## src/rtl/i2c_slave_regfile_if.sv

```systemverilog
// Pad-side and memory-side signals of the I2C register-file target.
interface i2c_slave_regfile_if #(
  parameter int PTR_W = 4
);
  logic             scl_in;
  logic             sda_in;
  logic             sda_oe;
  logic [PTR_W-1:0] mem_addr;
  logic [7:0]       mem_wdata;
  logic             mem_we;
  logic [7:0]       mem_rdata;
  logic             busy;

  modport slave (
    input  scl_in, sda_in, mem_rdata,
    output sda_oe, mem_addr, mem_wdata, mem_we, busy
  );
  modport master (
    output scl_in, sda_in, mem_rdata,
    input  sda_oe, mem_addr, mem_wdata, mem_we, busy
  );
endinterface

```

## src/rtl/i2c_slave_regfile.sv

```systemverilog
// I2C target clocked from the system clock: oversampled, glitch-filtered SCL/SDA,
// auto-incrementing pointer into a synchronous-read register bank.
module i2c_slave_regfile #(
  parameter logic [6:0] SLAVE_ADDR = 7'h50,
  parameter int         MEM_DEPTH  = 16,
  parameter int         PTR_W      = $clog2(MEM_DEPTH),
  parameter int         FILTER_LEN = 3
) (
  input logic               clk,
  input logic               rst,
  i2c_slave_regfile_if.slave bus
);

  typedef enum logic [3:0] {
    IDLE, ADDR, ADDR_ACK, PTR, PTR_ACK, WR_DATA, WR_ACK, RD_DATA, RD_ACK, IGNORE
  } state_t;

  // Index 1 = SCL, index 0 = SDA
  logic [1:0]      raw;
  logic [1:0][1:0] sync;
  logic [1:0][2:0] fcnt;
  logic [1:0]      filt, filt_d;

  assign raw = {bus.scl_in, bus.sda_in};

  always_ff @(posedge clk or negedge rst) begin
    if (!rst) begin
      sync   <= '1;
      fcnt   <= '0;
      filt   <= '1;
      filt_d <= '1;
    end else begin
      filt_d <= filt;
      for (int i = 0; i < 2; i++) begin
        sync[i] <= {sync[i][0], raw[i]};
        if (sync[i][1] == filt[i])
          fcnt[i] <= '0;
        else if (fcnt[i] == 3'(FILTER_LEN - 1)) begin
          filt[i] <= sync[i][1];
          fcnt[i] <= '0;
        end else
          fcnt[i] <= fcnt[i] + 3'd1;
      end
    end
  end

  logic scl, sda, scl_rise, scl_fall, start, stop;
  assign scl      = filt[1];
  assign sda      = filt[0];
  assign scl_rise =  scl & ~filt_d[1];
  assign scl_fall = ~scl &  filt_d[1];
  assign start    = filt_d[1] & scl &  filt_d[0] & ~sda;
  assign stop     = filt_d[1] & scl & ~filt_d[0] &  sda;

  state_t           state, state_n;
  logic [PTR_W-1:0] ptr, ptr_n, ptr_inc;
  logic [7:0]       shreg, shreg_n, byte_in, wdata, wdata_n;
  logic [2:0]       bit_cnt, bit_cnt_n;
  logic             sda_oe, sda_oe_n, busy, busy_n, we, we_n;
  logic             rw, rw_n, acked, acked_n, inc_pend, inc_pend_n;

  assign ptr_inc = (ptr == PTR_W'(MEM_DEPTH - 1)) ? '0 : ptr + PTR_W'(1);
  assign byte_in = {shreg[6:0], sda};

  always_ff @(posedge clk or negedge rst) begin
    if (!rst) begin
      state <= IDLE;    ptr <= '0;      shreg <= '0;  bit_cnt <= '0;
      sda_oe <= 1'b0;   busy <= 1'b0;   we <= 1'b0;   wdata <= '0;
      rw <= 1'b0;       acked <= 1'b0;  inc_pend <= 1'b0;
    end else begin
      state <= state_n; ptr <= ptr_n;     shreg <= shreg_n; bit_cnt <= bit_cnt_n;
      sda_oe <= sda_oe_n; busy <= busy_n; we <= we_n;       wdata <= wdata_n;
      rw <= rw_n;       acked <= acked_n; inc_pend <= inc_pend_n;
    end
  end

  always_comb begin
    state_n    = state;   ptr_n   = ptr;     shreg_n = shreg; bit_cnt_n = bit_cnt;
    sda_oe_n   = sda_oe;  busy_n  = busy;    we_n    = 1'b0;  wdata_n   = wdata;
    rw_n       = rw;      acked_n = acked;   inc_pend_n = 1'b0;
    // Post-write increment lands one clk after the strobe, even if a STOP follows
    if (inc_pend) ptr_n = ptr_inc;
    if (stop) begin
      state_n = IDLE; sda_oe_n = 1'b0; busy_n = 1'b0; bit_cnt_n = '0;
    end else if (start) begin
      state_n = ADDR; sda_oe_n = 1'b0; busy_n = 1'b0; bit_cnt_n = '0;
    end else begin
      case (state)
        ADDR, PTR, WR_DATA: if (scl_rise) begin
          shreg_n   = byte_in;
          bit_cnt_n = bit_cnt + 3'd1;
          if (bit_cnt == 3'd7) begin
            bit_cnt_n = '0;
            if (state == ADDR) begin
              if (byte_in[7:1] == SLAVE_ADDR) begin
                state_n = ADDR_ACK; rw_n = byte_in[0]; busy_n = 1'b1;
              end else
                state_n = IGNORE;
            end else if (state == PTR) begin
              if ({1'b0, byte_in} < 9'(MEM_DEPTH)) begin
                ptr_n = byte_in[PTR_W-1:0]; state_n = PTR_ACK;
              end else
                state_n = IGNORE;
            end else begin
              we_n = 1'b1; wdata_n = byte_in; inc_pend_n = 1'b1; state_n = WR_ACK;
            end
          end
        end
        // ACK slots: first scl_fall pulls SDA low, the next one ends the slot
        ADDR_ACK, PTR_ACK, WR_ACK: if (scl_fall) begin
          if (!sda_oe)
            sda_oe_n = 1'b1;
          else if (state == ADDR_ACK && rw) begin
            state_n = RD_DATA; shreg_n = bus.mem_rdata;
            sda_oe_n = ~bus.mem_rdata[7]; bit_cnt_n = '0;
          end else begin
            sda_oe_n = 1'b0;
            state_n  = (state == ADDR_ACK) ? PTR : WR_DATA;
          end
        end
        RD_DATA: if (scl_fall) begin
          if (bit_cnt == 3'd7) begin
            sda_oe_n = 1'b0; bit_cnt_n = '0; acked_n = 1'b0; state_n = RD_ACK;
          end else begin
            bit_cnt_n = bit_cnt + 3'd1;
            shreg_n   = {shreg[6:0], 1'b0};
            sda_oe_n  = ~shreg[6];
          end
        end
        RD_ACK: begin
          if (scl_rise) begin
            ptr_n = ptr_inc;
            if (sda) state_n = IGNORE;
            else     acked_n = 1'b1;
          end else if (scl_fall && acked) begin
            state_n = RD_DATA; shreg_n = bus.mem_rdata;
            sda_oe_n = ~bus.mem_rdata[7]; bit_cnt_n = '0;
          end
        end
        IGNORE:  sda_oe_n = 1'b0;
        default: ;
      endcase
    end
  end

  assign bus.sda_oe    = sda_oe;
  assign bus.mem_addr  = ptr;
  assign bus.mem_wdata = wdata;
  assign bus.mem_we    = we;
  assign bus.busy      = busy;

endmodule

```

## src/flat_wrapper.sv

```systemverilog
// flat-port wrapper written by rule: the top's interface ports become plain ports
module i2c_slave_regfile_flat 
#(
  parameter logic [6:0] SLAVE_ADDR = 7'h50,
  parameter int         MEM_DEPTH  = 16,
  parameter int         PTR_W      = $clog2(MEM_DEPTH),
  parameter int         FILTER_LEN = 3
)
  (clk, rst, bus_scl_in, bus_sda_in, bus_mem_rdata, bus_sda_oe, bus_mem_addr, bus_mem_wdata, bus_mem_we, bus_busy);
  i2c_slave_regfile_if #(.PTR_W(PTR_W)) bus_i ();
  input logic clk;
  input logic rst;
  input wire logic [$bits(bus_i.scl_in)-1:0] bus_scl_in;
  input wire logic [$bits(bus_i.sda_in)-1:0] bus_sda_in;
  input wire logic [$bits(bus_i.mem_rdata)-1:0] bus_mem_rdata;
  output wire logic [$bits(bus_i.sda_oe)-1:0] bus_sda_oe;
  output wire logic [$bits(bus_i.mem_addr)-1:0] bus_mem_addr;
  output wire logic [$bits(bus_i.mem_wdata)-1:0] bus_mem_wdata;
  output wire logic [$bits(bus_i.mem_we)-1:0] bus_mem_we;
  output wire logic [$bits(bus_i.busy)-1:0] bus_busy;
  assign bus_i.scl_in = bus_scl_in;
  assign bus_i.sda_in = bus_sda_in;
  assign bus_i.mem_rdata = bus_mem_rdata;
  assign bus_sda_oe = bus_i.sda_oe;
  assign bus_mem_addr = bus_i.mem_addr;
  assign bus_mem_wdata = bus_i.mem_wdata;
  assign bus_mem_we = bus_i.mem_we;
  assign bus_busy = bus_i.busy;
  i2c_slave_regfile #(.SLAVE_ADDR(SLAVE_ADDR), .MEM_DEPTH(MEM_DEPTH), .PTR_W(PTR_W), .FILTER_LEN(FILTER_LEN)) u_core (.clk(clk), .rst(rst), .bus(bus_i));
endmodule
```

## config.mk

```make
export PLATFORM = sky130hd
export DESIGN_NAME = i2c_slave_regfile_flat
export DESIGN_NICKNAME = d
export VERILOG_FILES = /design/src/rtl/i2c_slave_regfile_if.sv /design/src/rtl/i2c_slave_regfile.sv /design/src/flat_wrapper.sv
export SDC_FILE = /design/constraint.sdc
export NUM_CORES = 1
export LEC_CHECK = 0
export BUFFER_PORTS_ARGS = -buffer_cell sky130_fd_sc_hd__buf_2
export CELL_PAD_IN_SITES_DETAIL_PLACEMENT = 0
export CELL_PAD_IN_SITES_GLOBAL_PLACEMENT = 2
export CORE_AREA = 2 2 83 85
export CTS_CLUSTER_SIZE = 30
export DETAILED_ROUTE_END_ITERATION = 12
export DIE_AREA = 0 0 85 87
export GPL_TIMING_DRIVEN = 0
export PLACE_DENSITY = 0.82
export SLEW_MARGIN = 20
export SYNTH_ARGS = -nofsm -noshare
export SYNTH_HDL_FRONTEND = slang
export SYNTH_SLANG_ARGS = --single-unit
```

## constraint.sdc

```tcl
create_clock -name clk -period 3.2 [get_ports clk]
set_clock_uncertainty 0.05 [all_clocks]
set_input_delay 0.16 -clock clk [delete_from_list [all_inputs] [get_ports clk]]
set_output_delay 0.16 -clock clk [all_outputs]
set_load 0.02 [all_outputs]
```

; ---- After elaboration in Yosys (flattened, before gate mapping)
; Index checks and enable logic that the tools add are counted.
[op_classes]
n_mux = 82
add_sub_neg = 4
n_eq_ne = 38
reduce_logical = 23
n_bitwise = 19
order_cmp = 1
[ops]
columns = op, n
row1 = $mux W4, 26
row2 = $mux W7, 8
row3 = $mux W3, 15
row4 = $ne A4 B1 Y1 const B, 8
row5 = $pmux W7 S4, 1
row6 = $mux W1, 27
row7 = $reduce_and A7 Y1, 3
row8 = $eq A4 B3 Y1 const B, 4
row9 = $ne A2 B1 Y1 const B, 8
row10 = $pmux W4 S4, 1
row11 = $reduce_bool A3 Y1, 5
row12 = $eq A4 B4 Y1 const B, 3
row13 = $not A1 Y1, 12
row14 = $pmux W3 S4, 1
row15 = $reduce_bool A6 Y1, 2
row16 = $reduce_and A11 Y1, 1
row17 = $reduce_and A5 Y1, 2
row18 = $add A3 B1 Y3 const B, 3
row19 = $reduce_and A9 Y1, 1
row20 = $eq A4 B2 Y1 const B, 2
row21 = $lt A8 B5 Y1 const B, 1
row22 = $pmux W4 S2, 1
row23 = $reduce_and A8 Y1, 1
row24 = $and A1 B1 Y1, 7
row25 = 17 further kinds, 24
[word_totals]
reg_bits = 45
in_bits = 12
word_cells = 184
out_inout_bits = 15

; ---- Depth between registers and ports, before layout
; Gate-level depths: netlist (run 1).
[logic_depth]
word_depth = 11
mapped_depth = 8
ltp_nobuf = 6

; ---- Least setup slack after synthesis (run 1)
; Ideal clock, no wire load.
[synth_path]
path_type = flip-flop to flip-flop
start = register u_core.state[1]
end = register u_core.shreg[1]
t_required_ns = 3.025
synth_period_minus_slack_ns = 1.952
slack_ns = 1.248
arrival_time_ns = 1.777
setup_ns = 0.125
n_path_buf = 2
stages_incl_launch_ff = 7
cell_sequence = dfrtp_1 > buf_2 > or2_2 > clkbuf_1 > a21boi_4 > mux2_1 > mux2_2
[synth_via]
elab_chain_len = 4
elab_cells_between_ends = 22
cone_classes = eq/ne: 16 / mux: 1 / reduce/logical: 5
[synth_lines]
columns = item, line_no
row1 = from (decl), i2c_slave_regfile.sv:55  ; state_t state, state_n;
row2 = from (signal assigned), i2c_slave_regfile.sv:71  ; state <= state_n; ptr <= ptr_n; shreg <= shreg_n; bit_cnt <= bit_cnt_n;
row3 = $eq A4 B3 Y1 (tied with other cells), i2c_slave_regfile.sv:88  ; case (state)
row4 = $reduce_or A3 Y1 / $logic_and A1 B1 Y1 (equally long branches), "i2c_slave_regfile.sv:88, i2c_slave_regfile.sv:113"
row5 = $ne A2 B1 Y1 (no line) / $reduce_bool A4 Y1 (equally long branches), n/a
row6 = $reduce_and A11 Y1 (no line), n/a
row7 = to (signal assigned), i2c_slave_regfile.sv:71
row8 = to (decl), i2c_slave_regfile.sv:57  ; logic [7:0] shreg, shreg_n, byte_in, wdata, wdata_n;
; Several ways; a longest one is shown, not always the timed one.
; A chain may end at the register's enable or synchronous reset.

; ---- Worst setup path after layout (run 1)
[layout_path]
start = register u_core.bit_cnt[0]
end = register u_core.wdata[1] (netlist: u_core.bus.mem_wdata[1])
[layout_via]
elab_chain_len = 2
[layout_lines]
columns = item, line_no
row1 = from (decl), i2c_slave_regfile.sv:58  ; logic [2:0] bit_cnt, bit_cnt_n;
row2 = from (signal assigned), i2c_slave_regfile.sv:71
row3 = $eq A3 B3 Y1, i2c_slave_regfile.sv:92  ; if (bit_cnt == 3'd7) begin
row4 = $reduce_and A7 Y1 (no line), n/a
row5 = to (signal assigned), i2c_slave_regfile.sv:72  ; sda_oe <= sda_oe_n; busy <= busy_n; we <= we_n; wdata <= wdata_n;
row6 = to (decl), i2c_slave_regfile.sv:57
; No other way between the ends.

==> metrics.md, run 1 <==
| Metric | Value |
|---|---|
| Die Y | ~87 µm |
| Sequential Power Share | 0.345 |
| Syn_nets | roughly 270 |
| Remaining antenna violation count after routing | 0 |
| Leading post-synthesis cells by cell area | dfrtp_1, dfstp_2, mux2_2 |
| Wire per inst | 16.1 µm |
| CP max stage cell | dfrtp_1 |
| Rel. slew slack | 0.516 |
| DRT Wirelength | 6.02 mm |
| Initial DRC Count | 110 |
| Internal power | 0.00160 W |
| FFs w/ async S/R, synth | 1.00 |
| Hold path startpoint | bus_mem_rdata[0] |
| Max Clk Rate | between 0.4 and 0.5 GHz |
| Sw Share | 0.405 |
| Fillcell total | ~650 |
| Clk_lat worst skew | roughly 0.30 ns |
| Cell Chain, Critical Path | ha_1, ha_1, clkbuf_1, nand4b_1, nor3b_1, buf_2, mux2_2 |
| Clk root buf | clkbuf_8 |
| CP max FO | 10 |
| Startpoint Class | register |
| Layout cell share with drive strength beyond 1 | 0.256 |
| Arr. time, crit path | 2.47 ns |
| Crit path largest cell delay | between 0.3 and 0.4 ns |
| Avg Cell Area, Syn | about 10 µm² |
| Row count | 30 |
| Fin cells | around 370 |
| CP startpoint | u_core.bit_cnt[0]$_DFFE_PN0P_ |
| Cell count after synthesis | 256 |
| Clock power frac | 0.192 |
| H-Tree Depth | 2 |
| Worst slew pin tran | about 0.7 ns |
| CTS tree | yes |
| Vias in the first global route | between 1,500 and 2,000 |
| Sequential fraction of the synthesis area | 0.445 |
| Pwr per Cell Area | roughly 900 mW/mm² |
| Layout area overhead | 15.7% |
| CTS max path bufs | 2 |
| First-pass detailed-route iteration total | 4 |
| Min cycle time layout | approximately 2.3 ns |
| All-Layer GR Usage | 0.174 |
| Worst min path class | primary input to register |
| Residual DRC | 0 |
| Final Cycle Share | 0.730 |
| Synth Cell Area | approximately 0.0026 mm² |
| Slew Viols, Final | 0 |
| Setup violators final | 0 |
| CTS Buf Count | 5 |
| Reg-to-reg startpoint | u_core.bit_cnt[0]$_DFFE_PN0P_ |
| Yosys top cell by area | dfrtp_1 |
| Antenna violations before repair | 0 |
| Vias after detailed routing | just over 2,000 |
| Core region area | between 0.006 and 0.007 mm² |
| Synth unique cells | 54 |
| Port Buffers | 26 |
| Routability cong. | about 0.85 |
| Max VDD drop | 0.000392 V |
| Clock transition at path regs | around 0.090 ns |
| # IOs | 27 |
| DP Wirelength | about 4.3 mm |
| Logic gate share of total power | 0.463 |
| Die Area | roughly 0.0074 mm² |
| Switching pwr | 0.00109 W |
| Post-CTS Repair Setup Buffers | 0 |
| First-pass GRT wire length | slightly above 10 mm |
| Final Cell Area | a little under 0.003 mm² |
| Hold Vio Cnt, Final | 0 |
| WP buf/inv | 2 |
| RSZ-0062 raised after global routing | no |
| Yosys top cell area share | 0.363 |
| R2r setup slk | around 0.86 ns |
| Worst Setup End Kind | register |
| Pin count of the biggest net entering global routing | 46 |
| Status | finished, final reports clean |
| Leak | 1.34 nW |
| Number of synthesized flops with an enable pin | 0 |
| Final #Nets | around 300 |
| Synth Register Bits | between 40 and 50 |
| Post-placement cell count | 362 |
| Warnings, synthesis | 0 |
| Cell family with most CP delay | buffers and inverters |
| Chip width | approximately 85 µm |
| Placed standard-cell area | 0.00278 mm² |
| Max-cap violations | 0 |
| Top FF cell, synth | dfrtp_1 |
| Setup TNS | 0 ns |
| Multi-input gate area | 0.00133 mm² |
| Critical Path RT | roughly 3.3 ns |
| Reg area | between 0.001 and 0.0015 mm² |
| Diode count | 0 |
| Clock Sinks | 45 |
| Worst path most repeated cell | ha_1 |
| Initial Util | 0.388 |
| GR Overflow Total | 0 |
| Crit Path Category | register to register |
| Via density | between 5 and 6 |
## final cells by class
| cell class | instances | area share |
|---|---|---|
| Multi-Input combinational cell | 192 | 0.451 |
| Sequential cell | 45 | 0.385 |
| Tap cell | 80 | 0.0339 |
| Buffer | 15 | 0.0229 |
| Clock buffer | 5 | 0.0233 |
| Inverter | 4 | 0.00509 |
| Timing Repair Buffer | 29 | 0.0551 |
| Clock inverter | 3 | 0.0233 |
## Yosys cell counts, types with 2 or more instances
cell type,n
o31ai_1,3
dfstp_2,8
nand3_1,4
o211ai_1,3
buf_2,9
nor4_1,3
a21oi_1,11
a211oi_1,3
a22oi_1,4
a21boi_0,2
and4b_1,2
nor3_1,8
nand2b_1,7
nor3b_1,3
o22ai_1,2
nand2_1,29
a31oi_1,2
dfrtp_1,37
o21ai_0,19
xor2_1,4
nor2b_1,8
nor2_1,13
mux2_2,16
nand3b_1,3
xnor2_1,3
mux2_1,6
inv_1,4
mux2i_1,6
nor4bb_1,2
ha_1,3
clkbuf_1,6
## registers in the layout, indices dropped and copies added (netlist names), 3 cells and up
register	count
u_core.bus.mem_wdata	8
u_core.bit_cnt	3
u_core.fcnt	6
u_core.shreg	7
u_core.state	4
u_core.sync	4
u_core.bus.mem_addr	4
## what timing repair did
action / CTS / global route
gates resized for setup: 0 / 0
hold buffers: 2 / 1
endpoints found under the setup margin: 0 / 0
endpoints found under the hold margin: 2 / 37
## per-layer routing
metal	vias up	track usage	routed length (µm)
li1	1007	-	-
met1	987	0.259	3080
met2	42	0.263	2660
met3	2	0.0389	250
met4	0	0.0346	26
met5	-	0	0
## power by group through the flow
stage	clock, W	sequential [W]	combinational [W]
after global routing	0.000561	0.000960	0.00141
after floorplan	0	0.000903	0.000958
final	0.000518	0.000929	0.00125
after CTS	0.000536	0.000925	0.00125
after detailed placement	0	0.000937	0.00124
after global placement	0	0.000937	0.00124
## per-stage QoR
stage / hold slack (ns) / utilization / setup WS (ns) / power (W)
6_report: 0.132 / 0.449 / 0.863 / 0.00270
5_1_grt: 0.137 / 0.449 / 0.623 / 0.00293
2_1_floorplan: -0.186 / - / 1.25 / 0.00186
4_1_cts: 0.00692 / 0.447 / 0.881 / 0.00271
3_3_place_gp: 0.216 / 0.423 / 0.870 / 0.00218
3_5_place_dp: 0.217 / 0.423 / 0.912 / 0.00218
## path summary, 6_finish.rpt
kind	to	cells past startpoint
worst max-delay path	u_core.bus.mem_wdata[1]$_DFFE_PN0P_	7
worst min-delay path	u_core.shreg[0]$_DFFE_PN0P_	3
worst max register to register	u_core.bus.mem_wdata[1]$_DFFE_PN0P_	7
worst min register to register	u_core.sync[1]$_DFF_PN1_	0
max in group asynchronous	u_core.bus.mem_addr[0]$_DFF_PN0_	2
min in group asynchronous	u_core.bus.busy$_DFFE_PN0P_	2
## worst reg2reg max path, stage by stage, from the launching register on
cell and delay (ns):
dfrtp_1 0.38, ha_1 0.16, ha_1 0.13, clkbuf_1 0.35
nand4b_1 0.19, nor3b_1 0.31, buf_2 0.30, mux2_2 0.36
## cell usage in the layout (no fill, tap or decap), types with 2 or more instances in the layout
master	count
a211oi_1	3
a21boi_0	2
a21oi_1	11
a22oi_1	4
a31oi_1	2
and4b_1	2
buf_2	34
bufinv_16	2
clkbuf_1	6
clkbuf_8	5
dfrtp_1	37
dfstp_2	8
dlygate4sd3_1	3
ha_1	3
inv_1	4
mux2_1	6
mux2_2	16
mux2i_1	6
nand2_1	29
nand2b_1	7
nand3_1	4
nand3b_1	3
nor2_1	13
nor2b_1	8
nor3_1	8
nor3b_1	3
nor4_1	3
nor4bb_1	2
o211ai_1	3
o21ai_0	19
o22ai_1	2
o31ai_1	3
xnor2_1	3
xor2_1	4
## logic make-up (layout without fill, tap and decap cells)
| family | after synthesis | in the layout | synth area share |
|---|---|---|---|
| AND/OR/NAND/NOR | 93 | 93 | 0.199 |
| AO/OA/AOI/OAI | 61 | 61 | 0.164 |
| flip-flops | 45 | 45 | 0.445 |
| multiplexers | 28 | 28 | 0.121 |
| buffers and inverters | 19 | 56 | 0.0324 |
| XOR/XNOR | 7 | 7 | 0.0240 |
| adder cells (fa/ha/maj) | 3 | 3 | 0.0147 |
Power figures use the tool's default switching activity.
==> run 2, diff against run 1 <==
--- a/config.mk
+++ b/config.mk
@@ -5,15 +5,16 @@
 export SDC_FILE = /design/constraint.sdc
 export NUM_CORES = 1
 export LEC_CHECK = 0
+export ABC_AREA = 1
 export BUFFER_PORTS_ARGS = -buffer_cell sky130_fd_sc_hd__buf_2
 export CELL_PAD_IN_SITES_DETAIL_PLACEMENT = 0
 export CELL_PAD_IN_SITES_GLOBAL_PLACEMENT = 2
-export CORE_AREA = 2 2 83 85
+export CORE_AREA = 2 2 95 97
 export CTS_CLUSTER_SIZE = 30
 export DETAILED_ROUTE_END_ITERATION = 12
-export DIE_AREA = 0 0 85 87
+export DIE_AREA = 0 0 97 99
 export GPL_TIMING_DRIVEN = 0
-export PLACE_DENSITY = 0.82
+export PLACE_DENSITY = 0.73
 export SLEW_MARGIN = 20
 export SYNTH_ARGS = -nofsm -noshare
 export SYNTH_HDL_FRONTEND = slang
==> constraint.sdc (replaced) <==
create_clock -name clk -period 1.95 [get_ports clk]
set_clock_uncertainty 0.05 [all_clocks]
set_input_delay 0.0975 -clock clk [delete_from_list [all_inputs] [get_ports clk]]
set_output_delay 0.0975 -clock clk [all_outputs]
set_load 0.02 [all_outputs]
==> run 2 against run 1 <==
Against the previous run:
- register-to-register slack worse by 0.72 ns
- core utilization is 9.3 points lower
- wire length is 12% higher
- critical path type unchanged
- non-clock buffer count is 5 lower
- synthesized area is 0.54% lower
- cell count is 34% higher
- combinational power is 130% higher
- first-iteration DRC count is 14% lower
==> metrics.md, run 2 <==
| Metric | Value |
|---|---|
| Setup violators final | 0 (unchanged) |
| Wire per inst | 13.5 µm (-16%) |
| FFs w/ async S/R, synth | 1.00 (unchanged) |
| CP max stage cell | dfstp_2 |
| Final Cycle Share | 0.928 (+0.197) |
| Max VDD drop | 0.000636 V (+62%) |
| Cell family with most CP delay | simple AND/OR/NAND/NOR gates |
| Switching pwr | 0.00243 W (+120%) |
| Sequential Power Share | 0.295 (-0.050) |
| Pwr per Cell Area | 1640 mW/mm² (+79%) |
| Worst min path class | primary input to register |
| Pin count of the biggest net entering global routing | 46 (unchanged) |
| Arr. time, crit path | 2.01 ns (-0.46 ns) |
| Hold Vio Cnt, Final | 0 (unchanged) |
| All-Layer GR Usage | 0.148 (-0.0260) |
| Largest register FFs | 8 (unchanged) |
| Syn_nets | 364 (+34%) |
| Initial DRC Count | 95 (-14%) |
| Worst Setup End Kind | register |
| Total chip power | 0.00499 W (+85%) |
| Max-cap violations | 0 (unchanged) |
| Vias in the first global route | 2,217 (+15%) |
| Core region area | 0.00855 mm² (+30%) |
| Max Clk Rate | 0.553 GHz (+29%) |
| Reg area | 0.00114 mm² (unchanged) |
| Most common library cell in the layout ignoring fill and taps | nand2_1 |
| Clk_lat worst skew | 0.31 ns (about the same) |
| Final WS setup | 0.141 ns (-0.722 ns) |
| Clock power frac | 0.133 (-0.059) |
| Yosys top cell by area | dfrtp_1 |
| Min cycle time layout | 1.81 ns (-0.528 ns) |
| Post-synthesis adder-cell area fraction | 0.0148 (+0.0000798) |
| Startpoint Class | register |
| Row count | 34 (+13%) |
| Vias after detailed routing | 2,283 (+12%) |
| Clk root buf | clkbuf_8 |
| Via density | 4.57 (-16%) |
| R2r setup slk | 0.14 ns (-0.72 ns) |
| Final #Nets | 406 (+32%) |
| Chip width | 97 µm (+14%) |
| Layout area overhead | 20.1% |
| Most common cell in the netlist | nand2_1 |
| DP Wirelength | 4.96 mm (+16%) |
| Leading post-synthesis cells by cell area | dfrtp_1, nand2_1, dfstp_2 |
| Warnings, synthesis | 0 (unchanged) |
| Logic gate share of total power | 0.572 (+0.109) |
| H-Tree Depth | 2 (unchanged) |
| Multi-input gate area | 0.00129 mm² (-3.4%) |
| Synth Cell Area | 0.00254 mm² (-0.54%) |
| Antenna violations before repair | 0 (unchanged) |
| CP max FO | 8 (-2) |
| Yosys top cell area share | 0.365 (+0.00197) |
| Top FF cell, synth | dfrtp_1 |
| Synth unique cells | 33 (-39%) |
| Most frequent cells in the layout | nand2_1, nor2_1, dfrtp_1 |
| Routability cong. | 0.798 (-6.2%) |
| Initial Util | 0.297 (-0.0916) |
| WP buf/inv | 4 (+2) |
| Number of synthesized flops with an enable pin | 0 (unchanged) |
| First-pass detailed-route iteration total | 4 (unchanged) |
| Mux cell area share after synthesis | 0.00394 (-0.117) |
| CTS max path bufs | 2 (unchanged) |
| Main combinational cell family by area after synthesis | simple AND/OR/NAND/NOR gates |
| Crit path largest cell delay | 0.54 ns (+0.16 ns) |
| Worst path most repeated cell | nand2_1 |
| Synth Area in Compound Gates | 0.0833 (-0.0810) |
| Diode count | 0 (unchanged) |
| Synth Area in XOR/XNOR | 0.0104 (-0.0137) |
| Status | finished, final reports clean |
| Synth Register Bits | 45 (unchanged) |
| Die Y | 99 µm (+14%) |
| Rel. slew slack | 0.608 (+0.0919) |
| GR Overflow Total | 0 (unchanged) |
| Clock Sinks | 45 (unchanged) |
| Avg Cell Area, Syn | 7.27 µm² (-27%) |
| Slew Viols, Final | 0 (unchanged) |
| Leak | 1.62 nW (+21%) |
| Critical Path RT | 2.15 ns (-1.19 ns) |
| Crit Path Category | register to register |
| Remaining antenna violation count after routing | 0 (unchanged) |
| RSZ-0062 raised after global routing | yes |
| Fillcell total | 929 (+44%) |
| Port Buffers | 26 (unchanged) |
| DRT Wirelength | 6.74 mm (+12%) |
| Sw Share | 0.487 (+0.0815) |
| Cell Chain, Critical Path | buf_4, inv_1, nor2_2, inv_2, nand2_1, nand2_1, nor3_4, buf_4, nand3_1, nand2_1 |
| Simple-gate share of the synthesized area | 0.375 (+0.177) |
| Worst slew pin tran | 0.589 ns (-0.131 ns) |
| Commonest cells post-synth | nand2_1, nor2_1, inv_1 |
| Residual DRC | 0 (unchanged) |
| Die Area | 0.00960 mm² (+30%) |
| Internal power | 0.00256 W (+60%) |
| # IOs | 27 (unchanged) |
| Clock transition at path regs | 0.10 ns (about the same) |
| First-pass GRT wire length | 11.4 mm (+11%) |
| CTS tree | yes |
| Layout cell share with drive strength beyond 1 | 0.217 (-0.0391) |
| CTS Buf Count | 5 (unchanged) |
| Place WS | -0.153 ns (-1.07 ns) |
| Cell count after synthesis | 349 (+36%) |
| Sequential fraction of the synthesis area | 0.448 (+0.00242) |
## run 2: cell count changes after synthesis, moves of 6 or more
cell	before	now
mux2_2	16	0
mux2_1	6	0
nand2_1	29	109
inv_1	4	38
nand3_1	4	35
o21ai_0	19	27
nand2b_1	7	0
a21oi_1	11	4
nor2b_1	8	0
buf_2	9	2
nor2_1	13	46
## run 2: what timing repair did
item	CTS	global route
gates resized for setup	4	20
pin swaps	1	2
setup endpoints to repair	20	26
endpoints found under the hold margin	39	0
buffers inserted	2	4
hold buffers	3	0
## run 2: worst paths after layout
path,start,end,cells after the start
min in group asynchronous,rst,u_core.bus.mem_wdata[3]$_DFFE_PN0P_,2
min,bus_mem_rdata[1],u_core.shreg[1]$_DFFE_PN0P_,5
min reg2reg,u_core.sync[0]$_DFF_PN1_,u_core.sync[1]$_DFF_PN1_,0
max reg2reg,u_core.filt[1]$_DFFE_PN1P_,u_core.shreg[2]$_DFFE_PN0P_,10
max,u_core.filt[1]$_DFFE_PN1P_,u_core.shreg[2]$_DFFE_PN0P_,10
max in group asynchronous,rst,u_core.bus.mem_addr[1]$_DFF_PN0_,2
## run 2: kinds of logic (layout without fill, tap and decap cells)
kind of cell | count (synthesis) | count (layout)
buf+inv | 42 | 85
mux | 1 | 1
fa+ha+maj | 3 | 3
simple gates | 217 | 217
compound gates | 38 | 38
flops | 45 | 45
xor+xnor | 3 | 3
## run 2: routing by layer
metal,share of wire,vias up,global-route usage
met3,0.034,10,0.0284
met4,0.017,0,0.0423
met5,0,-,0
met1,0.49,1027,0.205
met2,0.46,43,0.239
li1,-,1203,-
## run 2: metrics by stage
stage | setup TNS, ns | std cells | hold WS (ns) | instance area (µm²) | util
floorplan | 0 | 349 | -0.248 | 2540 | -
global placement | -2.02 | 483 | 0.153 | 2800 | 0.328
detailed placement | -2.20 | 483 | 0.157 | 2800 | 0.328
CTS | 0 | 496 | 0.0621 | 2960 | 0.346
global route | -0.0103 | 500 | 0.0994 | 3050 | 0.356
finish | 0 | 500 | 0.0768 | 3050 | 0.356
## run 2: tightest hold or removal path: cells and delay by family
kind                   cells  cell delay, ns
AO/OA/AOI/OAI              1            0.06
buffers and inverters      1            0.07
AND/OR/NAND/NOR            3            0.17
## run 2: cell type report
type	instances	area share
Sequential cell	45	0.373
Tap cell	108	0.0443
Buffer	4	0.0103
Multi-Input combinational cell	262	0.422
Timing Repair Buffer	35	0.0694
Clock buffer	6	0.0271
Inverter	38	0.0480
Clock inverter	2	0.00575
## run 2: power by group through the flow
stage | sequential [W] | combinational (W) | clock (W)
after floorplan | 0.00147 | 0.00185 | 0
after global placement | 0.00150 | 0.00251 | 0
after detailed placement | 0.00150 | 0.00251 | 0
after CTS | 0.00148 | 0.00262 | 0.000701
after global routing | 0.00153 | 0.00326 | 0.000737
final | 0.00147 | 0.00286 | 0.000662
==> run 3, diff against run 2 <==
--- a/config.mk
+++ b/config.mk
@@ -15,6 +15,7 @@
 export DIE_AREA = 0 0 97 99
 export GPL_TIMING_DRIVEN = 0
 export PLACE_DENSITY = 0.73
+export REMOVE_ABC_BUFFERS = 1
 export SLEW_MARGIN = 20
 export SYNTH_ARGS = -nofsm -noshare
 export SYNTH_HDL_FRONTEND = slang
==> run 3 against run 2 <==
Against the previous run:
- total power decreased by 0.53%
- final area unchanged
- die area unchanged
- hold slack got worse by 0.0087 ns
- sequential power hardly changed
==> metrics.md, run 3 (same netlist as run 2, synthesis figures left out) <==
| Metric | Value |
|---|---|
| Slew Viols, Final | 0 (unchanged) |
| Layout area overhead | 20.1% (unchanged) |
| Via density | 4.61 (+0.90%) |
| Clock Sinks | 45 (unchanged) |
| Startpoint Class | register |
| Place WS | -0.243 ns (-0.0906 ns) |
| DRT Wirelength | 6.58 mm (-2.3%) |
| Initial DRC Count | 102 (+7.4%) |
| Chip width | 97 µm (unchanged) |
| Routability cong. | 0.823 (+3.1%) |
| Final Cycle Share | 0.930 (+0.00191) |
| Largest register FFs | 8 (unchanged) |
| Min-Delay Endpoint | u_core.shreg[3]$_DFFE_PN0P_ |
| Worst slew pin tran | 0.582 ns (-0.00661 ns) |
| DP Wirelength | 4.84 mm (-2.5%) |
| Total chip power | 0.00496 W (-0.53%) |
| Residual DRC | 0 (unchanged) |
| Reg-to-reg startpoint | u_core.state[2]$_DFFE_PN0P_ |
| Hold Crit Depth | 5 (unchanged) |
| Most common library cell in the layout ignoring fill and taps | nand2_1 |
| Most frequent cells in the layout | nand2_1, nor2_1, dfrtp_1 |
| Clock transition at path regs | 0.10 ns (about the same) |
| Reg-to-Reg End | u_core.shreg[2]$_DFFE_PN0P_ |
| GR Overflow Total | 0 (unchanged) |
| # IOs | 27 (unchanged) |
| Wire per inst | 13.2 µm (-2.1%) |
| Crit Path Category | register to register |
| Max-cap violations | 0 (unchanged) |
| Row count | 34 (unchanged) |
| Rel. slew slack | 0.612 (+0.00441) |
| Max Clk Rate | 0.552 GHz (-0.21%) |
| Max VDD drop | 0.000440 V (-31%) |
| Port Buffers | 26 (unchanged) |
| Arr. time, crit path | 1.97 ns (-0.04 ns) |
| CTS Buf Count | 5 (unchanged) |
| Vias after detailed routing | 2,299 (+0.70%) |
| Setup violators final | 0 (unchanged) |
| Worst min path class | primary input to register |
| All-Layer GR Usage | 0.143 (-0.00552) |
| Diode count | 0 (unchanged) |
| Initial Util | 0.297 (unchanged) |
| Pwr per Cell Area | 1630 mW/mm² (-0.53%) |
| Layout cell share with drive strength beyond 1 | 0.212 (-0.00456) |
| Hold path startpoint | bus_mem_rdata[3] |
| H-Tree Depth | 2 (unchanged) |
| R2r setup slk | 0.14 ns (about the same) |
| Fillcell total | 937 (+0.86%) |
| First-pass GRT wire length | 11.1 mm (-3.1%) |
| Multi-input gate area | 0.00129 mm² (+0.39%) |
| Vias in the first global route | 2,273 (+2.5%) |
| Hold Vio Cnt, Final | 0 (unchanged) |
| Antenna violations before repair | 0 (unchanged) |
| Core region area | 0.00855 mm² (unchanged) |
| Reg area | 0.00114 mm² (unchanged) |
| Leak | 1.62 nW (+0.11%) |
| Die Y | 99 µm (unchanged) |
| Critical Path RT | 2.11 ns (-0.04 ns) |
| Clk_lat worst skew | 0.31 ns (about the same) |
| CP max FO | 8 (unchanged) |
| CTS tree | yes |
| Min cycle time layout | 1.81 ns (+0.00372 ns) |
| First-pass detailed-route iteration total | 4 (unchanged) |
| Clk root buf | clkbuf_8 |
| Die Area | 0.00960 mm² (unchanged) |
| Final WS setup | 0.137 ns (-0.00372 ns) |
| CTS max path bufs | 2 (unchanged) |
| Worst Setup End Kind | register |
| Status | finished, final reports clean |
| FF-to-FF path depth | 8 (-2) |
| Final #Nets | 405 (-0.25%) |
| Pin count of the biggest net entering global routing | 46 (unchanged) |
| Remaining antenna violation count after routing | 0 (unchanged) |
[run 3: worst max path at each step]
stage                                   to  depth (start not counted)  slack (ns)                   startpoint
6_report       u_core.shreg[2]$_DFFE_PN0P_                          8        0.14  u_core.state[2]$_DFFE_PN0P_
3_5_place_dp   u_core.shreg[6]$_DFFE_PN0P_                          8       -0.24   u_core.filt[0]$_DFFE_PN1P_
3_3_place_gp   u_core.shreg[6]$_DFFE_PN0P_                          8       -0.27   u_core.filt[0]$_DFFE_PN1P_
2_1_floorplan  u_core.shreg[0]$_DFFE_PN0P_                          9        0.19   u_core.filt_d[0]$_DFF_PN1_
4_1_cts        u_core.state[2]$_DFFE_PN0P_                         10        0.02   u_core.filt[1]$_DFFE_PN1P_
5_1_grt        u_core.shreg[5]$_DFFE_PN0P_                         10      -0.009  u_core.state[1]$_DFFE_PN0P_
[run 3: layout make-up]
type	instances	area share
clock buffer	6	0.0271
clock inverter	2	0.00534
inverter	38	0.0468
multi-input combinational	262	0.424
sequential	45	0.373
tap	108	0.0443
timing repair buffer	38	0.0796
[run 3: per-layer routing]
layer  routed length, µm  vias up  part of all wire  GRT usage
met5                   0        -                 0          0
met4                  83        0             0.013     0.0423
met3                 226        9             0.034     0.0298
met2                2960       33              0.45      0.232
met1                3310     1059              0.50      0.193
li1                    -     1198                 -          -
[run 3: metrics by stage]
stage / hold WS, ns / instance area, µm² / utilization / setup TNS [ns] / instances
after floorplan: -0.248 / 2520 / - / 0 / 345
after global placement: 0.153 / 2780 / 0.325 / -2.91 / 479
after detailed placement: 0.159 / 2780 / 0.325 / -2.84 / 479
after CTS: 0.0678 / 2950 / 0.345 / 0 / 491
after global routing: 0.0920 / 3050 / 0.356 / -0.0153 / 499
final: 0.0681 / 3050 / 0.356 / 0 / 499
[run 3: timing repair]
item                       4_1_cts  5_1_grt
buffers inserted                 1        8
gates resized for setup          5       13
hold endpoints to repair        39        0
pin swaps                        1        4
setup endpoints to repair       22       18
hold buffers                     3        0
[run 3: where the power goes]
| group | leakage, nW | switching [W] | internal (W) |
|---|---|---|---|
| sequential | 0.578 | 0.000273 | 0.00123 |
| combinational | 0.992 | 0.00177 | 0.00102 |
| clock | 0.0478 | 0.000372 | 0.000293 |
[run 3: worst max-delay path, stage by stage (launching register included)]
cell and delay [ns]:
dfrtp_1 0.48, nor2_2 0.25, nand2_2 0.14, nand2_2 0.15, nor2_2 0.08, a21oi_4 0.31
nand2_4 0.13, nand2_1 0.08, nand2_1 0.04
